$ cat src/rtl/interface_arb_pkg.sv
// Shared types and defaults for interface_arbiter and its round-robin picker.
package interface_arb_pkg;

  localparam int DATA_W_DEF    = 16;
  localparam int MAX_BURST_DEF = 8;
  localparam int BEAT_CNT_W    = 8;

  typedef enum logic {
    IDLE  = 1'b0,
    BURST = 1'b1
  } arb_state_t;

endpackage

$ cat src/rtl/interface_arbiter_rr_pick.sv
// rr_pick: combinational masked priority encoder; returns the first set request
// found when scanning upward (with wrap) from the start index.
module rr_pick #(
  parameter int N_REQ = 4,
  parameter int IDX_W = $clog2(N_REQ)
) (
  input  logic [N_REQ-1:0] req,
  input  logic [IDX_W-1:0] start,
  output logic [IDX_W-1:0] idx,
  output logic             found
);

  logic [IDX_W-1:0] cand_s;
  logic             hit_s;

  // scan candidates in wrap order; the first hit latches idx and found
  always_comb begin
    idx    = {IDX_W{1'b0}};
    found  = 1'b0;
    cand_s = {IDX_W{1'b0}};
    hit_s  = 1'b0;
    for (int k = 0; k < N_REQ; k++) begin
      cand_s = IDX_W'((int'(start) + k) % N_REQ);
      hit_s  = !found && req[cand_s];
      idx    = hit_s ? cand_s : idx;
      found  = found | hit_s;
    end
  end

endmodule

$ cat src/rtl/interface_arbiter.sv
// interface_arbiter: burst arbiter in front of the interface data port.
// Define INTERFACE_ARB_ROUND_ROBIN_EN for round-robin; otherwise fixed priority.
module interface_arbiter
  import interface_arb_pkg::*;
#(
  parameter  int N_REQ     = 4,
  parameter  int DATA_W    = DATA_W_DEF,
  parameter  int MAX_BURST = MAX_BURST_DEF,
  localparam int IDX_W     = $clog2(N_REQ)
) (
  input  logic                    clk,
  input  logic                    rst,
  input  logic [N_REQ-1:0]        req_valid,
  input  logic [N_REQ*DATA_W-1:0] req_data,
  input  logic [N_REQ-1:0]        req_last,
  output logic [N_REQ-1:0]        req_ready,
  output logic [DATA_W-1:0]       data_out,
  output logic                    data_valid,
  output logic [IDX_W-1:0]        grant_id,
  output logic                    busy
);

`ifdef INTERFACE_ARB_ROUND_ROBIN_EN
  localparam logic [IDX_W-1:0] GRANT_RST = IDX_W'(N_REQ - 1);
`else
  localparam logic [IDX_W-1:0] GRANT_RST = {IDX_W{1'b0}};
`endif
  // counter holds beats already taken, so the final beat is seen at MAX_BURST-1
  localparam logic [BEAT_CNT_W-1:0] LAST_BEAT = BEAT_CNT_W'(MAX_BURST - 1);

  arb_state_t              state_r, state_nxt_s;
  logic [IDX_W-1:0]        grant_id_r, start_s, pick_idx_s;
  logic                    pick_found_s, grant_s, accept_s;
  logic [BEAT_CNT_W-1:0]   beat_cnt_r;
  logic [DATA_W-1:0]       data_out_r, word_s;
  logic                    data_valid_r;
  logic [N_REQ-1:0]        req_ready_s;

  // search start: one past the last grant, or always requester 0
  always_comb begin
`ifdef INTERFACE_ARB_ROUND_ROBIN_EN
    start_s = (grant_id_r == IDX_W'(N_REQ - 1)) ? {IDX_W{1'b0}} : grant_id_r + IDX_W'(1);
`else
    start_s = {IDX_W{1'b0}};
`endif
  end

  rr_pick #(.N_REQ(N_REQ), .IDX_W(IDX_W)) u_pick (
    .req   (req_valid),
    .start (start_s),
    .idx   (pick_idx_s),
    .found (pick_found_s)
  );

  // select the granted requester's word
  always_comb begin
    word_s = {DATA_W{1'b0}};
    for (int i = 0; i < N_REQ; i++) begin
      word_s = (grant_id_r == IDX_W'(i)) ? req_data[i*DATA_W +: DATA_W] : word_s;
    end
  end

  // next-state, ready and accept decode
  always_comb begin
    state_nxt_s = state_r;
    req_ready_s = {N_REQ{1'b0}};
    accept_s    = 1'b0;
    grant_s     = 1'b0;
    case (state_r)
      IDLE: begin
        if (pick_found_s) begin
          grant_s     = 1'b1;
          state_nxt_s = BURST;
        end else begin
          state_nxt_s = IDLE;
        end
      end
      BURST: begin
        req_ready_s[grant_id_r] = 1'b1;
        if (req_valid[grant_id_r]) begin
          accept_s = 1'b1;
          if (req_last[grant_id_r] || (beat_cnt_r == LAST_BEAT)) begin
            state_nxt_s = IDLE;
          end else begin
            state_nxt_s = BURST;
          end
        end else begin
          // a silent owner gives the port back rather than holding it
          state_nxt_s = IDLE;
        end
      end
      default: state_nxt_s = IDLE;
    endcase
  end

  // state, grant pointer and beat counter
  always_ff @(posedge clk or negedge rst) begin
    if (!rst) begin
      state_r    <= IDLE;
      grant_id_r <= GRANT_RST;
      beat_cnt_r <= {BEAT_CNT_W{1'b0}};
    end else begin
      state_r <= state_nxt_s;
      if (grant_s) begin
        grant_id_r <= pick_idx_s;
        beat_cnt_r <= {BEAT_CNT_W{1'b0}};
      end else if (accept_s) begin
        grant_id_r <= grant_id_r;
        beat_cnt_r <= (beat_cnt_r == {BEAT_CNT_W{1'b1}}) ? beat_cnt_r : beat_cnt_r + BEAT_CNT_W'(1);
      end else begin
        grant_id_r <= grant_id_r;
        beat_cnt_r <= beat_cnt_r;
      end
    end
  end

  // registered output stage toward interface
  always_ff @(posedge clk or negedge rst) begin
    if (!rst) begin
      data_out_r   <= {DATA_W{1'b0}};
      data_valid_r <= 1'b0;
    end else begin
      data_out_r   <= accept_s ? word_s : {DATA_W{1'b0}};
      data_valid_r <= accept_s;
    end
  end

  assign req_ready  = req_ready_s;
  assign data_out   = data_out_r;
  assign data_valid = data_valid_r;
  assign grant_id   = grant_id_r;
  assign busy       = (state_r == BURST);

endmodule

$ cat config.mk
export PLATFORM = sky130hd
export DESIGN_NAME = interface_arbiter
export DESIGN_NICKNAME = d
export VERILOG_FILES = /design/src/rtl/interface_arb_pkg.sv /design/src/rtl/interface_arbiter_rr_pick.sv /design/src/rtl/interface_arbiter.sv
export SDC_FILE = /design/constraint.sdc
export NUM_CORES = 1
export LEC_CHECK = 0
export CORE_ASPECT_RATIO = 2
export CORE_MARGIN = 4
export CORE_UTILIZATION = 40
export DETAILED_ROUTE_END_ITERATION = 8
export DONT_BUFFER_PORTS = 1
export GPL_ROUTABILITY_DRIVEN = 0
export SYNTH_ARGS = -nofsm -noshare
export SYNTH_HDL_FRONTEND = slang
export SYNTH_SLANG_ARGS = --single-unit
$ cat constraint.sdc
create_clock -name clk -period 1.6 [get_ports clk]
set_input_delay 0.32 -clock clk [delete_from_list [all_inputs] [get_ports clk]]
set_output_delay 0.32 -clock clk [all_outputs]
set_load 0.01 [all_outputs]
---- Word level (Yosys, flattened, before mapping) ----
Cells that the tools add are included.
storage, ports and cells
  register bits ........................... 28
  input port bits ......................... 74
  output and inout port bits .............. 24
  logic and storage cells ................. 54
cells by class
  add/sub/neg operators ................... 1
  $lt $le $gt $ge ......................... 2
  equality and inequality tests ........... 6
  multiplexer cells ....................... 25
  bitwise logic cells ..................... 4
  reductions and logical operators ........ 11
operators by type and width
  kind                                                                                  count
  16-bit two-way mux                                                                    5
  8-bit two-way mux                                                                     3
  1-bit two-way mux                                                                     10
  8-bit by 1-bit adder with 8-bit output (second input constant)                        1
  8-bit by 3-bit == test with 1-bit output (second input constant)                      1
  8-bit == test (second input constant)                                                 1
  1-bit binary-select mux with 2-bit select                                             2
  2-bit == test (second input constant)                                                 2
  1-bit logical AND                                                                     4
  2-bit two-way mux                                                                     2
  4-bit two-way mux                                                                     1
  1-bit logical NOT                                                                     3
  2-bit by 3-bit < comparator with 1-bit output (second input constant)                 1
  1-bit OR                                                                              3
  1-bit demux with 2-bit select                                                         1
  2-bit by 1-bit == test with 1-bit output (second input constant)                      1
  2-bit by 1-bit greater-or-equal comparator with 1-bit output (second input constant)  1
  2-bit logical NOT                                                                     1
  2-bit inequality test (second input constant)                                         1
  1-bit case mux with 2 select lines                                                    1
  2-bit AND reduction                                                                   1
  2-bit nonzero test                                                                    1
  1-bit logical OR                                                                      1
  1-bit NOT                                                                             1

---- Longest topological paths before layout ----
Gate-level depths: netlist (run 1).
  depth after elaboration ................. 13
  gate-level depth with buffers ........... 6
  mapped depth without buffers ............ 5

---- Hierarchy ----
A second synthesis (run 1) with hierarchy kept.
unflattened totals
  cells, all modules ...................... 137
  area total of the unflattened synthesis .. 1,646.6 um2
by module, submodules not included
  module             times used  cells an instance  area each (um2)  seq. area each (um2)
  interface_arbiter  1           122                1,569.0          700.7
  rr_pick            1           15                 77.6             0.0

---- Worst setup path after synthesis (run 1) ----
Ideal clock, no wire load.
  path kind ............................... reg-to-reg
  start ................................... reg grant_id_r[1], in the netlist grant_id[1]
  end ..................................... reg beat_cnt_r[5]
  setup time .............................. 124 ps
  arrival ................................. 1,669 ps
  data required time ...................... 1,476 ps
  slack ................................... -193 ps
  cell stages (with the launch flop) ...... 6
  path buffers ............................ 1
  clock period less this slack ............ 1,793 ps
  path through ............................ dfrtp_1 -> buf_6 -> mux4_2 -> o211a_2 -> and3_1 -> a211o_1
on the way
  word-level cells in the longest chain between the ends .. 6
RTL lines
  element                                    line                      RTL
  from (decl)                                interface_arbiter.sv:32   logic [IDX_W-1:0] grant_id_r, start_s, pick_idx_s;
  from (signal assigned)                     interface_arbiter.sv:105  grant_id_r <= pick_idx_s;
  from (signal assigned)                     interface_arbiter.sv:108  grant_id_r <= grant_id_r;
  from (signal assigned)                     interface_arbiter.sv:111  grant_id_r <= grant_id_r;
  1-bit binary-select mux with 2-bit select  interface_arbiter.sv:80   if (req_valid[grant_id_r]) begin
  1-bit two-way mux (not written as such)    interface_arbiter.sv:80
  1-bit two-way mux                          interface_arbiter.sv:80
  1-bit two-way mux                          interface_arbiter.sv:69   case (state_r)
  2-bit nonzero test (no line)               --
  2-bit AND reduction (no line)              --
  to (signal assigned)                       interface_arbiter.sv:101  beat_cnt_r <= {BEAT_CNT_W{1'b0}};
  to (signal assigned)                       interface_arbiter.sv:106  beat_cnt_r <= {BEAT_CNT_W{1'b0}};
  to (signal assigned)                       interface_arbiter.sv:109  beat_cnt_r <= (beat_cnt_r == {BEAT_CNT_W{1'b1}}) ? beat_cnt_r : beat_cnt_r + BEAT_CNT_W'(1);
  to (decl)                                  interface_arbiter.sv:34   logic [BEAT_CNT_W-1:0] beat_cnt_r;
Every way passes these cells. The select of a mux whose other input is x is not followed.
A chain may end at the register's enable or synchronous reset.

---- Worst setup path in the final report (run 1) ----
  start ................................... reg grant_id_r[1], in the netlist grant_id[1]
  end ..................................... reg beat_cnt_r[0]
Same word-level chain as after synthesis.

==> results of run 1 <==
## per-layer routing
layer | up-vias | global-route usage [%] | part of all wire [%]
met5 | - | 0 | 0
met1 | 588 | 18.75 | 35
li1 | 520 | - | -
met3 | 4 | 4.006 | 6.9
met4 | 0 | 5.906 | 1.2
met2 | 56 | 30.08 | 57
## through the flow
| step | power, mW | TNS (ns) | worst slack (ns) |
|---|---|---|---|
| after global routing | 3.506 | -0.5914 | -0.09217 |
| after CTS | 3.225 | -0.1433 | -0.05131 |
| after floorplan | 2.291 | -0.6789 | -0.1650 |
| after detailed placement | 2.690 | -0.1207 | -0.03649 |
| final | 3.290 | -0.09405 | -0.02532 |
| after global placement | 2.657 | -0.001747 | -0.001402 |
## worst max-delay path, cell delays in order, from the launching register on
cell and delay (ns):
dfrtp_1 0.38, mux4_2 0.55, o211a_4 0.19, buf_6 0.13, mux2_4 0.26
## worst paths after layout
| kind | from | to | slack (ns) | cells past startpoint |
|---|---|---|---|---|
| min in group asynchronous | rst | data_out[15] | 0.47 | 2 |
| worst min register to register | beat_cnt_r[2] | beat_cnt_r[2] | 0.57 | 1 |
| max in group asynchronous | rst | grant_id[0] | 0.95 | 2 |
| worst min-delay path | req_valid[0] | grant_id[0] | 0.13 | 1 |
| worst max-delay path | grant_id[1] | beat_cnt_r[0] | -0.03 | 4 |
| worst max register to register | grant_id[1] | beat_cnt_r[0] | -0.03 | 4 |
## where the power goes
part | internal, mW | switching [mW]
Sequential | 0.949 | 0.251
Combinational | 0.902 | 0.756
Clock | 0.220 | 0.212
## state kept, by name, indices dropped and copies added (netlist names)
signal,cells
data_out,16
grant_id,2
busy,1
beat_cnt_r,8
data_valid,1
## cell type report
cell class	count	area share (%)
clock buffers	4	2.889
inverters	2	0.3940
multi-input cells	87	46.75
flip-flops and latches	28	36.90
well taps	51	3.349
repair buffers	20	9.718
## logic make-up (layout without fill, tap and decap cells)
logic type / count (synthesis) / count (layout) / share of synthesized area, %
AO/OA/AOI/OAI: 13 / 13 / 6.403
flip-flops: 28 / 28 / 44.27
adder cells (fa/ha/maj): 1 / 1 / 0.7904
multiplexers: 20 / 20 / 26.96
AND/OR/NAND/NOR: 53 / 53 / 18.34
buffers and inverters: 11 / 26 / 3.241
## Yosys cell counts
| cell type | instances | area, sq um |
|---|---|---|
| a211o_1 | 4 | 35.03 |
| a211oi_1 | 1 | 7.510 |
| a21o_1 | 1 | 7.510 |
| a21oi_1 | 1 | 5.000 |
| a41o_1 | 1 | 10.01 |
| and3_1 | 23 | 143.9 |
| buf_2 | 2 | 10.01 |
| buf_6 | 1 | 11.26 |
| clkbuf_1 | 6 | 22.52 |
| dfrtp_1 | 28 | 700.7 |
| ha_1 | 1 | 12.51 |
| inv_1 | 1 | 3.750 |
| inv_2 | 1 | 3.750 |
| mux2_2 | 1 | 11.26 |
| mux2i_1 | 1 | 10.01 |
| mux4_2 | 18 | 405.4 |
| nand2_1 | 7 | 26.28 |
| nand2_2 | 1 | 6.260 |
| nand3_1 | 4 | 20.02 |
| nand4_1 | 1 | 6.260 |
| nor2_1 | 6 | 22.52 |
| nor2_2 | 1 | 6.260 |
| nor2b_1 | 2 | 12.51 |
| nor3_1 | 6 | 30.03 |
| nor3b_1 | 1 | 7.510 |
| nor4b_1 | 1 | 8.760 |
| o211a_2 | 1 | 10.01 |
| o21ai_0 | 2 | 10.01 |
| o22a_1 | 1 | 8.760 |
| o31ai_1 | 1 | 7.510 |
## what timing repair did
item                                    in CTS  in global routing
hold buffers                                 2                  0
setup buffers                                2                  1
pin swaps                                    1                  3
hold endpoints to repair                    28                  0
endpoints found under the setup margin       8                 11
gates resized for setup                      7                  8
==> results.md, run 1 <==
- The run finished, with violations left.
- The final reports fail on negative setup slack.
- In this run the power density over the cells is 1727 nW/um^2.
- Max-cap violations in this run came to 0.
- The leakage power is 0.9023 nW.
- Once placement completed, the tool counted placed cells totaling 183.
- At the pin with the least slew margin, the transition time is 0.3014 ns.
- For this configuration, the core starts out at a cell density of 41.18%.
- The number of I/O port buffers is 0.
- STA classifies the critical path endpoint as a flip-flop.
- Yosys printed 0 warnings.
- The wire length of the first global-routing pass is 6403 um.
- The clock period minus final worst setup slack is 1.625 ns.
- After detailed routing, the number of remaining DRC violations is 0.
- Along the worst path, the maximum fanout reaches 5.
- The number of fill cells is 361.
- The source-to-sink clock delay at the later pin of the worst-skew pair is 0.28 ns.
- The clock drives 28 sinks.
- The clock transition at the registers of the reported paths is 0.09 ns.
- The sequential cells in the finished layout cover a total of 703.2 sq um.
- The pre-antenna-repair detailed-routing pass consisted of 4 iterations.
- Row generation in the floorplan step produced 32 rows.
- The category of the worst setup path launch point is a flip-flop.
- Once detail routing completed, the nets flagged for antenna violations numbered 0.
- In the layout the commonest cells are 26 x dfrtp_1, 20 x and3_1, 18 x mux4_2.
- Yosys mapped the design onto 30 distinct sky130hd cell types.
- The maximum ir drop on the vdd rail is 1.194 mV.
- Clock tree synthesis inserted a total of 3 buffers.
- The HPWL reported at the end of detailed placement is 3329 um.
- The upper clock frequency limit is 615.3 MHz.
- Clock tree synthesis selected as its root buffer the cell clkbuf_8.
- Leaving out filler cells and counting taps, the final layout contains 192.
- STA puts the critical path data arrival time at 1.79 ns.
- From synthesis to final layout, the design area changed by 20.40%.
- Setup repair after global routing could not meet its margin everywhere.
- The global-route usage over all layers is 16.95%.
- The multi-input combinational cells in the finished layout cover a total of 890.9 sq um.
- The floorplan step defined a core boundary enclosing 3844 sq um.
- The horizontal die dimension is 52.48 um.
- Of the available clock period, the critical path in the final layout requires 101.6%.
- The wire length reported by the detailed router is 4211 um.
- The path type of the worst min-delay path is input port to flip-flop.
- In the post-route analysis, the smallest setup slack over all paths is -0.02532 ns.
- Entering global routing, the biggest net connects 29 pins.
- The average vias per placed instance is 6.083.
- The post-synth net total is 201.
- The total non-filler cell area in the finished layout is 1906 sq um.
- The count of mapped cells out of synthesis is 126.
- The final route contains 1168 vias.
- The clock tree skew after final layout is 0.008326 ns.
- The final setup violation count is 5.
- From bottom edge to top edge, the die measures 96.96 um.
- The number of primary I/O pins is 98.
- The overflow left after global routing is 0.
- The buffer depth of the longest clock path is 2.
- The critical path is of the flip-flop to flip-flop type.
- Cells fill 49.58% of the core in the end.
- The final number of max-transition violations is 0.
- The initial antenna violation count is 0.
- The number of diodes added for antenna fixing is 0.
- Of the cells placed in the final design, the portion with a size suffix greater than 1 is 41.13%.
- The average cell area after synthesis is 12.56 sq um.
- Summing the sequential cell areas from Yosys gives 44.27% of the chip area.
- The count of H-tree levels built during CTS is 1.
- In this run the cell area of the synthesized design comes to 1583 sq um.
- In this run the tightest slew margin relative to its limit is 79.91%.
- At the end of the flow, the number of nets in the layout was 217.
- The average wire per standard cell is 21.93 um.
- For this block, the initial DRC count from the detailed router was 21.
- The via count of the first global-routing pass is 1258.
- At the worst endpoint, the required time is 1.76 ns.
- The most common library cell in the layout ignoring fill and taps is dfrtp_1.
- The final number of hold-violating endpoints was 0.
- The area after detailed placement is 1745 sq um.
- The floorplan step defined a die boundary enclosing 5088 sq um.
- The smallest hold slack is 0.1314 ns.
- The TritonCTS clock tree is built.
- The count of state elements after synthesis is 28.
(Power assumes the default switching activity.)
==> run 2: changes to the inputs <==
--- a/config.mk
+++ b/config.mk
@@ -6,11 +6,12 @@
 export NUM_CORES = 1
 export LEC_CHECK = 0
 export CORE_ASPECT_RATIO = 2
-export CORE_MARGIN = 4
+export CORE_MARGIN = 3
 export CORE_UTILIZATION = 40
 export DETAILED_ROUTE_END_ITERATION = 8
 export DONT_BUFFER_PORTS = 1
 export GPL_ROUTABILITY_DRIVEN = 0
+export SETUP_SLACK_MARGIN = 0.5
 export SYNTH_ARGS = -nofsm -noshare
 export SYNTH_HDL_FRONTEND = slang
 export SYNTH_SLANG_ARGS = --single-unit
==> results.md, run 2 (synthesis results as in run 1) <==
- The overflow left after global routing was 0 (unchanged).
- The path type of the worst min-delay path is input port to flip-flop (unchanged).
- The leakage power came to 1.013 nW (was 0.9023 nW).
- The clock sink count came to 28 (unchanged).
- The via count of the first global-routing pass was 1473 (was 1258).
- The global-route usage over all layers was 21.50% (was 16.95%).
- The total power density per cell area is 1895 nW/um^2 (was 1727 nW/um^2).
- The initial antenna violation count was 0 (unchanged).
- The slew at the pin closest to its max-slew limit is 0.2929 ns (was 0.3014 ns).
- The worst setup margin was -0.1131 ns (was -0.02532 ns).
- The total of max-cap violations is 0 (unchanged).
- The share of layout cells above drive strength 1 came to 53.64% (was 41.13%).
- The peak fanout along the critical path is 7 (was 5).
- The count of routing violations after the opening detailed-route iteration is 39 (was 21).
- The critical path required time was 1.77 ns (was 1.76 ns).
- The part of the cycle the worst path needs is 107.1% (was 101.6%).
- The clock period minus final worst setup slack is 1.713 ns (was 1.625 ns).
- The die extent in y is 94.96 um (was 96.96 um).
- The die outline area is 4794 sq um (was 5088 sq um).
- The type of the setup path with the least slack is flip-flop to flip-flop (unchanged).
- The area after detailed placement was 1758 sq um (was 1745 sq um).
- The final setup violation count is 9 (was 5).
- The DRC violation count after routing is 0 (unchanged).
- The number of primary I/O pins is 98 (unchanged).
- The effective utilization at floorplan was 42.51% (was 41.18%).
- The average vias per placed instance is 6.415 (was 6.083).
- The HPWL reported at the end of detailed placement is 3291 um (was 3329 um).
- The average wire per standard cell is 25.40 um (was 21.93 um).
- The number of nets in the finished design is 227 (was 217).
- Setup repair after global routing missed its margin: yes (unchanged).
- The endpoint arrival time on the critical path is 1.89 ns (was 1.79 ns).
- The nature of the critical path endpoint was a flip-flop (unchanged).
- The wire length of the first global-routing pass is 7507 um (was 6403 um).
- The flip-flop count of the largest register, all copies and words added was 16 (unchanged).
- The TritonCTS clock tree is built (unchanged).
- Failing checks: negative setup slack (unchanged).
- The cell total after placement is 180 (was 183).
- Most frequent cells in the layout: 26 x dfrtp_1, 18 x mux4_2, 14 x and3_4 (was 26 x dfrtp_1, 20 x and3_1, 18 x mux4_2).
- The row count is 31 (was 32).
- The core outline area is 3724 sq um (was 3844 sq um).
- The relative slew slack is 80.47% (was 79.91%).
- The number of diodes added for antenna fixing is 0 (unchanged).
- The count of H-tree levels built during CTS is 1 (unchanged).
- The upper clock frequency limit came to 583.7 MHz (was 615.3 MHz).
- The pin count of the biggest net entering global routing is 29 (unchanged).
- The area added between synthesis and finish came to 41.19% (was 20.40%).
- The clock transition at the registers of the reported paths is 0.10 ns (was 0.09 ns).
- The number of buffers and inverters on the critical path is 0 (was 1).
- The CTS buffer count is 3 (unchanged).
- The post-route non-filler standard cell count is 200 (was 192).
- The first-pass iteration count of the detailed router is 4 (unchanged).
- Run status: finished with violations (unchanged).
- The category of the worst setup path launch point is a flip-flop (unchanged).
- CP cell instances: mux4_2 > o211a_4 > and3_4 > a211o_1 (was mux4_2 > o211a_4 > buf_6 > mux2_4).
- The source-to-sink clock delay at the later pin of the worst-skew pair is 0.28 ns (about the same).
- The library cell used as clock root buffer is clkbuf_8 (unchanged).
- The wire length reported by the detailed router is 5079 um (was 4211 um).
- The worst-path cell with the longest stage delay is mux4_2 (unchanged).
- The final number of max-transition violations is 0 (unchanged).
- The slack of the worst reg-to-reg path is -0.11 ns (was -0.03 ns).
- The most common library cell in the layout ignoring fill and taps is dfrtp_1 (unchanged).
- The final antenna-violating net count is 0 (unchanged).
- The number of I/O port buffers is 0 (unchanged).
- The total non-filler cell area in the finished layout is 2235 sq um (was 1906 sq um).
- The maximum cell stage delay along the critical path is 0.60 ns (was 0.55 ns).
- The routed via count is 1283 (was 1168).
- The maximum ir drop on the vdd rail is 1.279 mV (was 1.194 mV).
- The buffer depth of the longest clock path was 2 (unchanged).
- The cell family contributing the most delay on the critical path is multiplexers (unchanged).
- The final number of hold-violating endpoints is 0 (unchanged).
- The smallest hold slack is 0.1285 ns (was 0.1314 ns).
- The clock tree skew after final layout is 0.005059 ns (was 0.008326 ns).
- The number of fill cells was 302 (was 361).
- The horizontal die dimension is 50.48 um (was 52.48 um).
## run 2: changes by cell type in the layout (fill, tap and decap cells not counted), moves of 2 or more
cell	delta
buf_4	-3
bufbuf_16	+2
nand2_4	+2
buf_12	+2
and3_1	-11
buf_6	+6
and3_4	+11
buf_16	+2
o21ai_1	+2
## run 2: worst paths after layout
check / start / endpoint / cells past startpoint
hold reg to reg: beat_cnt_r[2] / beat_cnt_r[2] / 2
setup reg to reg: grant_id[1] / beat_cnt_r[7] / 4
min in group asynchronous: rst / beat_cnt_r[7] / 2
setup / recovery: grant_id[1] / beat_cnt_r[7] / 4
hold / removal: req_valid[0] / grant_id[0] / 1
max in group asynchronous: rst / busy / 2
## run 2: stage by stage
step | setup TNS (ns) | power, mW | util, % | setup slack (ns)
after floorplan | -0.6812 | 2.381 | - | -0.1649
after CTS | -0.1641 | 3.977 | 57.16 | -0.04423
final | -0.5936 | 4.235 | 60.01 | -0.1131
after global routing | -0.9201 | 4.434 | 60.01 | -0.1267
after global placement | 0 | 2.681 | 47.21 | 0.005707
after detailed placement | -0.1391 | 2.723 | 47.21 | -0.04975
## run 2: area by class of cell
type | count | area (sq um) | area share [%]
sequential | 28 | 703.2 | 31.47
inverter | 2 | 7.507 | 0.3359
clock buffer | 4 | 55.05 | 2.464
timing repair buffer | 30 | 415.4 | 18.59
tap | 49 | 61.31 | 2.744
multi-input combinational | 87 | 992.2 | 44.40
## run 2: what timing repair did
item	4_1_cts	5_1_grt
pin swaps	10	11
gates cloned	4	1
gates resized for setup	28	12
hold endpoints to repair	28	0
buffers inserted	6	3
hold buffers	2	0
setup endpoints to repair	34	35
## run 2: per-layer routing
metal	wire length [um]	up-vias	track usage, %
li1	-	539	-
met5	0	-	0
met1	1527	639	20.52
met4	213	0	10.34
met3	444	17	7.267
met2	2893	88	39.74
## run 2: where the power goes
part	total [mW]	leakage [nW]	internal [mW]	switching, mW
clock	0.450	0.0288	0.221	0.229
combinational	2.58	0.612	1.55	1.03
sequential	1.20	0.372	0.949	0.254
